==> src/rtl/fetch_sequencer.sv <==
// Instruction fetch and program-flow sequencer for a 14-bit PIC-style core.
// Drives the program ROM address, owns the instruction register and the circular return stack.
module fetch_sequencer #(
    parameter int                ADDR_W       = 11,
    parameter int                STACK_DEPTH  = 8,
    parameter logic [ADDR_W-1:0] RESET_VECTOR = '0
) (
    input  logic                           clk,
    input  logic                           rst_n,
    output logic [ADDR_W-1:0]              rom_addr,
    input  logic [13:0]                    rom_data,
    output logic [13:0]                    ir,
    output logic                           ir_valid,
    input  logic                           stall,
    input  logic                           skip,
    input  logic                           pcl_we,
    input  logic [7:0]                     pcl_data,
    input  logic [4:0]                     pclath,
    output logic [$clog2(STACK_DEPTH)-1:0] sp,
    output logic                           stack_ovf,
    output logic                           stack_unf
);

    localparam int              SP_W      = $clog2(STACK_DEPTH);
    localparam int              HI_W      = ADDR_W - 8;
    localparam logic [SP_W:0]   LIVE_FULL = (SP_W + 1)'(STACK_DEPTH);

    logic [ADDR_W-1:0] pc_q, pc_d;
    logic [13:0]       ir_q, ir_d;
    logic              ir_valid_q, ir_valid_d;
    logic [SP_W-1:0]   sp_q, sp_d;
    logic [SP_W:0]     live_q, live_d;
    logic              ovf_q, ovf_d;
    logic              unf_q, unf_d;
    logic [ADDR_W-1:0] stack_q [STACK_DEPTH];

    logic              is_goto, is_call, is_ret, flush;
    logic              push, pop;
    logic [SP_W-1:0]   sp_dec;
    logic              unused_bits;

    assign unused_bits = ^pclath[4:HI_W];

    // Control-flow decode only looks at real instructions, never at a flushed slot.
    always_comb begin
        is_goto = ir_valid_q && (ir_q[13:11] == 3'b101);
        is_call = ir_valid_q && (ir_q[13:11] == 3'b100);
        is_ret  = ir_valid_q && ((ir_q == 14'h0008) || (ir_q == 14'h0009) ||
                                 (ir_q[13:10] == 4'b1101));
        flush   = skip | pcl_we | is_goto | is_call | is_ret;
        // A PCL write overrides a branch in ir, so the stack must not move with it.
        push    = !stall && !pcl_we && is_call;
        pop     = !stall && !pcl_we && is_ret;
        sp_dec  = sp_q - 1'b1;
    end

    always_comb begin
        pc_d       = pc_q;
        ir_d       = ir_q;
        ir_valid_d = ir_valid_q;
        sp_d       = sp_q;
        live_d     = live_q;
        ovf_d      = ovf_q;
        unf_d      = unf_q;
        if (!stall) begin
            if (pcl_we) begin
                pc_d = {pclath[HI_W-1:0], pcl_data};
            end else if (is_goto || is_call) begin
                pc_d = ir_q[ADDR_W-1:0];
            end else if (is_ret) begin
                pc_d = stack_q[sp_dec];
            end else begin
                pc_d = pc_q + 1'b1;
            end

            if (flush) begin
                ir_d       = '0;
                ir_valid_d = 1'b0;
            end else begin
                ir_d       = rom_data;
                ir_valid_d = 1'b1;
            end

            // Live count saturates at both ends; sp keeps wrapping so the stack behaves circularly.
            if (push) begin
                sp_d = sp_q + 1'b1;
                if (live_q == LIVE_FULL) begin
                    ovf_d = 1'b1;
                end else begin
                    live_d = live_q + 1'b1;
                end
            end
            if (pop) begin
                sp_d = sp_dec;
                if (live_q == '0) begin
                    unf_d = 1'b1;
                end else begin
                    live_d = live_q - 1'b1;
                end
            end
        end
    end

    always_ff @(posedge clk or negedge rst_n) begin
        if (!rst_n) begin
            pc_q       <= RESET_VECTOR;
            ir_q       <= '0;
            ir_valid_q <= 1'b0;
            sp_q       <= '0;
            live_q     <= '0;
            ovf_q      <= 1'b0;
            unf_q      <= 1'b0;
        end else begin
            pc_q       <= pc_d;
            ir_q       <= ir_d;
            ir_valid_q <= ir_valid_d;
            sp_q       <= sp_d;
            live_q     <= live_d;
            ovf_q      <= ovf_d;
            unf_q      <= unf_d;
        end
    end

    // Stack contents carry no reset; a CALL stores the already-incremented pc.
    always_ff @(posedge clk) begin
        if (push) begin
            stack_q[sp_q] <= pc_q;
        end
    end

    assign rom_addr  = pc_q;
    assign ir        = ir_q;
    assign ir_valid  = ir_valid_q;
    assign sp        = sp_q;
    assign stack_ovf = ovf_q;
    assign stack_unf = unf_q;

endmodule

==> config.mk <==
export PLATFORM = sky130hd
export DESIGN_NAME = fetch_sequencer
export DESIGN_NICKNAME = d
export VERILOG_FILES = /design/src/rtl/fetch_sequencer.sv
export SDC_FILE = /design/constraint.sdc
export NUM_CORES = 1
export LEC_CHECK = 0
export ABC_CLOCK_PERIOD_IN_PS = 4100
export CAP_MARGIN = 0
export CORE_MARGIN = 3
export CORE_UTILIZATION = 61
export CTS_BUF_LIST = sky130_fd_sc_hd__clkbuf_8
export DETAILED_ROUTE_END_ITERATION = 10
export PLACE_DENSITY = 0.86
export SKIP_CTS_REPAIR_TIMING = 1
export SYNTH_ARGS = -nofsm -noshare
export SYNTH_HDL_FRONTEND = slang
export SYNTH_SLANG_ARGS = --single-unit
==> constraint.sdc <==
create_clock -name clk -period 4.1 [get_ports clk]
set_input_delay 0.615 -clock clk [delete_from_list [all_inputs] [get_ports clk]]
set_output_delay 0.615 -clock clk [all_outputs]
set_load 0.005 [all_outputs]
==> impl_metrics.ini, run 1 <==
[run_status]
status = finished, final reports clean

[floorplan]
die_h_um = 101
placeableCoreArea_mm2 = 0.00876
std_cell_rows = 34
io_pins = 63
die-area_mm2 = 0.0103
chipWidth_um = 101
start_util = 0.632

[clocking]
insertion_delay_ps = 430
clk_pin_slew_worst_paths_ps = 80
htree_levels = 4
cts_tree = yes
cts_made_buffers = 17
clock-sinks = 123
clock_path_buffers = 2
ctsRootBufferMaster = clkbuf_8

[synthesis]
synth.most_common_cell = edfxtp_1
synth_area_mm2 = 0.00554
synth_adder_area_share = 0.0113
synth_cell_types = 54
synth_area_per_cell_um2 = 15.1
muxShareOfSynthArea = 0.115
yosys_warnings = 0
synth_nets = 403
syn-instance-count = 366
synth_compound_area_frac = 0.0953
synth_simple_gate_area_frac = 0.0913
synth-async-reset-ratio = 0.285
yosys_most_used_dff = edfxtp_1
ys_seq_area_frac = 0.635
yosysTopAreaCellShare = 0.477
yosysTopAreaCell = edfxtp_1
ys_top_cells_by_count = 88 x edfxtp_1, 35 x dfrtp_1, 24 x nand2_1
synth_edf_count = 88
synth_xor_area_frac = 0.0235
synth_top_family_by_area = multiplexers
synth_seq_cells = 123
synth_area_leaders = edfxtp_1 48%, dfrtp_1 16%, mux4_1 6.2%

[power]
p_per_area_mw_per_mm2 = 517
p_seq_frac = 0.438
power_frac_comb = 0.232
finalPower_uw = 3450
leakage_uw = 0.00244
internal-power_uw = 2440
ir_drop_mv = 0.365
p_sw_frac = 0.293
p_sw_uw = 1010
p_clk_frac = 0.330

[final_layout]
area_growth_pct = 20.7
postLayoutCellArea_mm2 = 0.00669
final_nets = 476
drive_gt1_frac = 0.153
post-route-util = 0.763
n_antenna_cell = 0

[grt]
gr-usage-met2 = 0.422
antenna_found_initial = 0
top_usage_layer = met2
grt_pass1_wl_um = 19600
gr-total-overflow = 0
track_usage = 0.262
grt_max_degree = 36
grt_pass1_vias = 3516
gr-usage-met3 = 0.0682
grt_use_met1 = 0.353

[critical_path]
required_ps = 4410
critical_path_class = register to register
worstPathArrival_ps = 3020
endpoint_kind = register
critPathLaunchType = register
path_max_fanout = 20

[drt]
drt_iter0_drc = 272
first_pass_iters = 5
viasPerCell = 6.45
wire_per_inst_um = 22.5
antenna_left = 0
drc = 0
vias = 3614
wl_um = 12600

[job]
max-cap-violations = 0

[sta]
setup_viol = 0
fin_crit_ps = 2710
setup_slack_ps = 1390
tns_ps = 0
fmax_ghz = 0.369
fin_crit_sh = 0.661
slew_headroom = 0.406
hold_viol = 0
clock_skew_ps = 11.0
drv_slew = 0
rsz0062_at_grt = false
worstMarginPinSlew_ps = 891

[place]
place_area_mm2 = 0.00627
dp_slack_ps = 1270
gp_congestion = 0.874
port_buffers = 60
dp_hpwl_um = 7950

[worst_hold_path]
hp-class = register to register
==> logic make-up (layout without fill, tap and decap cells) <==
group                      count (synthesis)  after routing
buffers and inverters                     30            116
xor gates and xnor gates                  14             14
DFF                                      123            123
muxes                                     31             31
adders and majority gates                  5              5
and+or+nand+nor                           87             87
AOI/OAI and AO/OA                         76             76
==> per-stage QoR <==
stage,hold WS (ps),instances
2_1_floorplan,319,366
4_1_cts,483,560
6_report,472,560
3_5_place_dp,466,528
5_1_grt,491,560
3_3_place_gp,440,528
==> power by group through the flow <==
stage                     Sequential, µW  Clock (µW)  Combinational (µW)
after floorplan                     1500           0                 563
after detailed placement            1540           0                 800
after CTS                           1510        1150                 811
after global placement              1530           0                 779
final                               1510        1140                 801
after global routing                1520        1210                 856
==> registers in the layout, summed over array words and instances, names as in the netlist <==
register   flops
stack_ovf      1
live_q         4
ir            14
stack_q       88
ir_valid       1
stack_unf      1
rom_addr      11
sp             3
==> worst max-delay path, stage by stage (launching register included) <==
cell and delay (ps):
dfrtp_1 520, inv_1 100, ha_1 850, mux4_1 430, mux2i_1 240, mux2i_1 120, a221o_1 330
==> cell usage in the layout, fill, tap and decap left out, types with 4 or more instances in the layout <==
cell type        count
mux4_2               9
clkbuf_8            17
xor2_1               6
clkinvlp_4           4
nand3b_1             4
a221oi_1             5
mux4_1              13
buf_4               14
edfxtp_1            88
ha_1                 5
a21oi_1             23
inv_6                5
inv_1               11
clkdlybuf4s50_1     60
nand2_1             24
nor2b_1              7
o22ai_1              4
a22o_1              14
o21ai_0              7
nand3_1              9
nor2_1              14
dfrtp_1             35
xnor2_1              7
nor3_1               7
mux2i_1              7
==> final timing paths <==
kind / cells past startpoint / start / end / slack [ps]
max reg2reg: 6 / sp[1] / rom_addr[9] / 1390
max: 6 / sp[1] / rom_addr[9] / 1390
max in group asynchronous: 2 / rst_n / sp[1] / 3160
min: 1 / stack_unf / stack_unf / 470
min reg2reg: 1 / stack_unf / stack_unf / 470
min in group asynchronous: 2 / rst_n / ir[11] / 600
==> per-layer routing <==
metal | up-vias | wire length, µm
li1 | 1597 | -
met1 | 1813 | 5070
met2 | 181 | 6410
met3 | 23 | 888
met4 | 0 | 210
met5 | - | 0
==> final cells by class <==
cell class | instances | area (µm²)
inverters | 10 | 37.5
multi-input cells | 213 | 1870
well taps | 108 | 135
clock inverters | 15 | 188
repair buffers | 74 | 706
clock buffers | 17 | 234
fillers | 512 | 2080
flip-flops and latches | 123 | 3520
(Power assumes the default switching activity.)
==> inputs of run 2 (changes only) <==
ABC_CLOCK_PERIOD_IN_PS = 2590   (was 4100)
CORE_UTILIZATION = 58   (was 61)
PLACE_DENSITY = 0.82   (was 0.86)
clock period = 2.59 ns   (was 4.1 ns; I/O delays follow)
==> impl_metrics.ini, run 2 (synthesized netlist as in run 1, its figures left out) <==
[drt]
vias = 3628
wl_um = 12500
first_pass_iters = 4
drc = 0
antenna_left = 0
viasPerCell = 6.18
wire_per_inst_um = 21.2
drt_iter0_drc = 306

[power]
p_sw_frac = 0.297
internal-power_uw = 3720
p_clk_frac = 0.292
ir_drop_mv = 0.468
p_per_area_mw_per_mm2 = 787
p_seq_frac = 0.452
p_sw_uw = 1570
power_frac_comb = 0.256
leakage_uw = 0.00246

[floorplan]
die_h_um = 104
chipWidth_um = 104
die-area_mm2 = 0.0108
start_util = 0.599
io_pins = 63
std_cell_rows = 35
placeableCoreArea_mm2 = 0.00924

[grt]
gr-total-overflow = 0
grt_max_degree = 36
grt_pass1_wl_um = 19800
track_usage = 0.240
grt_pass1_vias = 3678
antenna_found_initial = 0

[clocking]
insertion_delay_ps = 420
cts_made_buffers = 17
clock_path_buffers = 2
cts_tree = yes
htree_levels = 4
clock-sinks = 123
clk_pin_slew_worst_paths_ps = 80
ctsRootBufferMaster = clkbuf_8

[sta]
slew_headroom = 0.476
tns_ps = 0
clock_skew_ps = 13.0
timing.hold.ws_ps = 381
rsz0062_at_grt = false
worstMarginPinSlew_ps = 780
fin_crit_sh = 0.881
drv_slew = 0
hold_viol = 0
fin_crit_ps = 2280
fmax_ghz = 0.438
setup_viol = 0

[critical_path]
required_ps = 2890
critPathMaxStageDelay_ps = 540
cpMostUsedCell = mux2i_1
critPathLaunchType = register
critical_path_class = register to register
slowest_stage = dfrtp_1
crit_chain = inv_1, ha_1, buf_12, mux4_1, mux2i_1, mux2i_1, a221o_1
endpoint_kind = register
worstPathArrival_ps = 2580
path_max_fanout = 18

[job]
max-cap-violations = 0

[run_status]
status = finished, final reports clean

[place]
dp_hpwl_um = 8160
place_inst = 555
gp_congestion = 0.809
port_buffers = 60

[final_layout]
area_growth_pct = 21.4
n_antenna_cell = 0
top_register = stack_q
final_nets = 482
stdcell_count = 587
drive_gt1_frac = 0.159
layout_common_cells = 88 x edfxtp_1, 60 x clkdlybuf4s50_1, 35 x dfrtp_1
final_common_cell = edfxtp_1
largest_reg_flops = 88

[worst_hold_path]
hp-class = input port to asynchronous set/reset pin
[run 2: area by class of cell]
| type | count | area (µm²) |
|---|---|---|
| Sequential cell | 123 | 3520 |
| Fill cell | 558 | 2520 |
| Multi-Input combinational cell | 213 | 1870 |
| Timing Repair Buffer | 80 | 776 |
| Clock buffer | 17 | 234 |
| Tap cell | 129 | 161 |
| Clock inverter | 15 | 126 |
| Inverter | 10 | 37.5 |
[run 2: worst paths after layout]
kind                            depth (start not counted)           end  slack [ps]       from
worst max-delay path                                    7   rom_addr[9]         310      sp[1]
worst min-delay path                                    2        ir[11]         380      rst_n
worst max register to register                          7   rom_addr[9]         310      sp[1]
worst min register to register                          1     stack_unf         460  stack_unf
max in group asynchronous                               2  rom_addr[10]        1880      rst_n
min in group clk                                        1     stack_unf         460  stack_unf
[run 2: power by group through the flow]
stage,Sequential (µW),Combinational [µW],Clock (µW)
after global routing,2400,1450,1640
after global placement,2420,1330,0
final,2390,1360,1550
after detailed placement,2430,1360,0
after floorplan,2380,892,0
after CTS,2390,1370,1550
[run 2: stage by stage]
| step | instance area, µm² | setup slack, ps | power (µW) | util |
|---|---|---|---|---|
| after floorplan | 5540 | 123 | 3270 | - |
| after global placement | 6360 | 293 | 3750 | 0.689 |
| after detailed placement | 6360 | 221 | 3790 | 0.689 |
| after CTS | 6720 | 301 | 5310 | 0.728 |
| after global routing | 6720 | 242 | 5500 | 0.728 |
| final | 6720 | 309 | 5290 | 0.728 |
[run 2: routing by layer]
| layer | vias to the layer above | global-route usage | wire length, µm |
|---|---|---|---|
| met1 | 1847 | 0.336 | 5280 |
| li1 | 1608 | - | - |
| met4 | 0 | 0.0760 | 227 |
| met5 | - | 0 | 0 |
| met2 | 147 | 0.385 | 6210 |
| met3 | 26 | 0.0498 | 749 |
[run 2: worst max-delay path, delay by kind of cell (launching register included)]
family	cells	cell delay, ps
buffers and inverters	2	280
AO/OA/AOI/OAI	1	340
flip-flops	1	540
adder cells (fa/ha/maj)	1	370
multiplexers	3	630
==> inputs of run 3 (changes only) <==
CORE_UTILIZATION = 44   (was 58)
PLACE_DENSITY = 0.65   (was 0.82)
==> impl_metrics.ini, run 3 (synthesized netlist as in run 1, its figures left out) <==
[run_status]
status = finished, final reports clean

[critical_path]
crit_end = rom_addr[9]
r2r_cells = 7
r2r-start = sp[0]
required_ps = 2910
r2r-end = rom_addr[9]
critical_path_class = register to register
reg2reg_slack_ps = 430
startpoint = sp[0]
worstPathArrival_ps = 2480
critPathLaunchType = register
endpoint_kind = register
path_max_fanout = 22

[final_layout]
stdcell_count = 627
final_nets = 483
layout_common_cells = 88 x edfxtp_1, 60 x clkdlybuf4s50_1, 35 x dfrtp_1
drive_gt1_frac = 0.163
area_growth_pct = 23.3
n_antenna_cell = 0
top_register = stack_q
largest_reg_flops = 88
postLayoutCellArea_mm2 = 0.00683
final_common_cell = edfxtp_1

[floorplan]
die-area_mm2 = 0.0140
die_h_um = 118
start_util = 0.455
placeableCoreArea_mm2 = 0.0122
io_pins = 63
std_cell_rows = 40
chipWidth_um = 118

[grt]
track_usage = 0.187
antenna_found_initial = 0
grt_pass1_vias = 3645
grt_pass1_wl_um = 19900
grt_max_degree = 36
gr-total-overflow = 0

[power]
p_seq_frac = 0.435
p_sw_frac = 0.286
p_per_area_mw_per_mm2 = 801
ir_drop_mv = 0.473
power_frac_comb = 0.248
internal-power_uw = 3900
p_sw_uw = 1560
leakage_uw = 0.00249
p_clk_frac = 0.317

[drt]
antenna_left = 0
wire_per_inst_um = 19.7
drt_iter0_drc = 235
viasPerCell = 5.59
wl_um = 12300
vias = 3504
first_pass_iters = 4
drc = 0

[sta]
fin_crit_sh = 0.835
slew_headroom = 0.455
setup_viol = 0
rsz0062_at_grt = false
fin_crit_ps = 2160
timing.hold.ws_ps = 374
fmax_ghz = 0.462
tns_ps = 0
worstMarginPinSlew_ps = 811
hold_viol = 0
drv_slew = 0
clock_skew_ps = 6.82

[clocking]
cts_made_buffers = 17
cts_tree = yes
insertion_delay_ps = 440
clock-sinks = 123
htree_levels = 4
ctsRootBufferMaster = clkbuf_8
clock_path_buffers = 2
clk_pin_slew_worst_paths_ps = 70

[place]
place_area_mm2 = 0.00642
gp_congestion = 0.807
dp_hpwl_um = 8180
place_inst = 595
port_buffers = 60

[job]
max-cap-violations = 0

[worst_hold_path]
hp-class = input port to asynchronous set/reset pin
==> run 3: cell types whose count changed in the layout (fill, tap and decap cells not counted), sizes merged <==
cell | previous run | this run
clkinvlp | 3 | 2
bufinv | 1 | 3
buf | 20 | 21
inv | 16 | 15
==> run 3: worst min-delay path by stage <==
stage	from	to	slack [ps]	depth (start not counted)
2_1_floorplan	rst_n	ir[0]	90	0
3_3_place_gp	stack_unf	stack_unf	440	1
3_5_place_dp	stack_unf	stack_unf	450	1
4_1_cts	rst_n	rom_addr[1]	380	2
5_1_grt	rst_n	rom_addr[6]	400	2
6_report	rst_n	ir[9]	370	2
==> run 3: cell type report <==
| type | count | area, µm² |
|---|---|---|
| multi-input cells | 213 | 1870 |
| flip-flops and latches | 123 | 3520 |
| clock buffers | 17 | 234 |
| inverters | 10 | 37.5 |
| well taps | 168 | 210 |
| repair buffers | 81 | 783 |
| fillers | 966 | 5330 |
| clock inverters | 15 | 175 |
==> run 3: per-stage QoR <==
stage	util	setup slack (ps)	total power (µW)
floorplan	-	123	3270
global placement	0.528	328	3770
CTS	0.561	386	5530
finish	0.561	427	5470
global route	0.561	302	5720
detailed placement	0.528	283	3800
==> run 3: power by group through the flow <==
stage                     Combinational (µW)  Sequential, µW  Clock [µW]
after detailed placement                1380            2420           0
final                                   1360            2380        1730
after floorplan                          892            2380           0
after global placement                  1360            2410           0
after global routing                    1460            2400        1860
after CTS                               1390            2380        1770
==> run 3: critical path, cell delays in order (launching register included) <==
cell	delay, ps
dfrtp_1	420
inv_1	60
ha_1	360
buf_12	200
mux4_1	320
mux2i_1	230
mux2i_1	120
a221o_1	330
==> run 3: layer usage <==
metal / vias up / GRT usage / part of all wire
met4: 0 / 0.0645 / 0.017
met5: - / 0 / 0
met2: 104 / 0.296 / 0.49
met1: 1780 / 0.246 / 0.44
li1: 1604 / - / -
met3: 16 / 0.0565 / 0.049
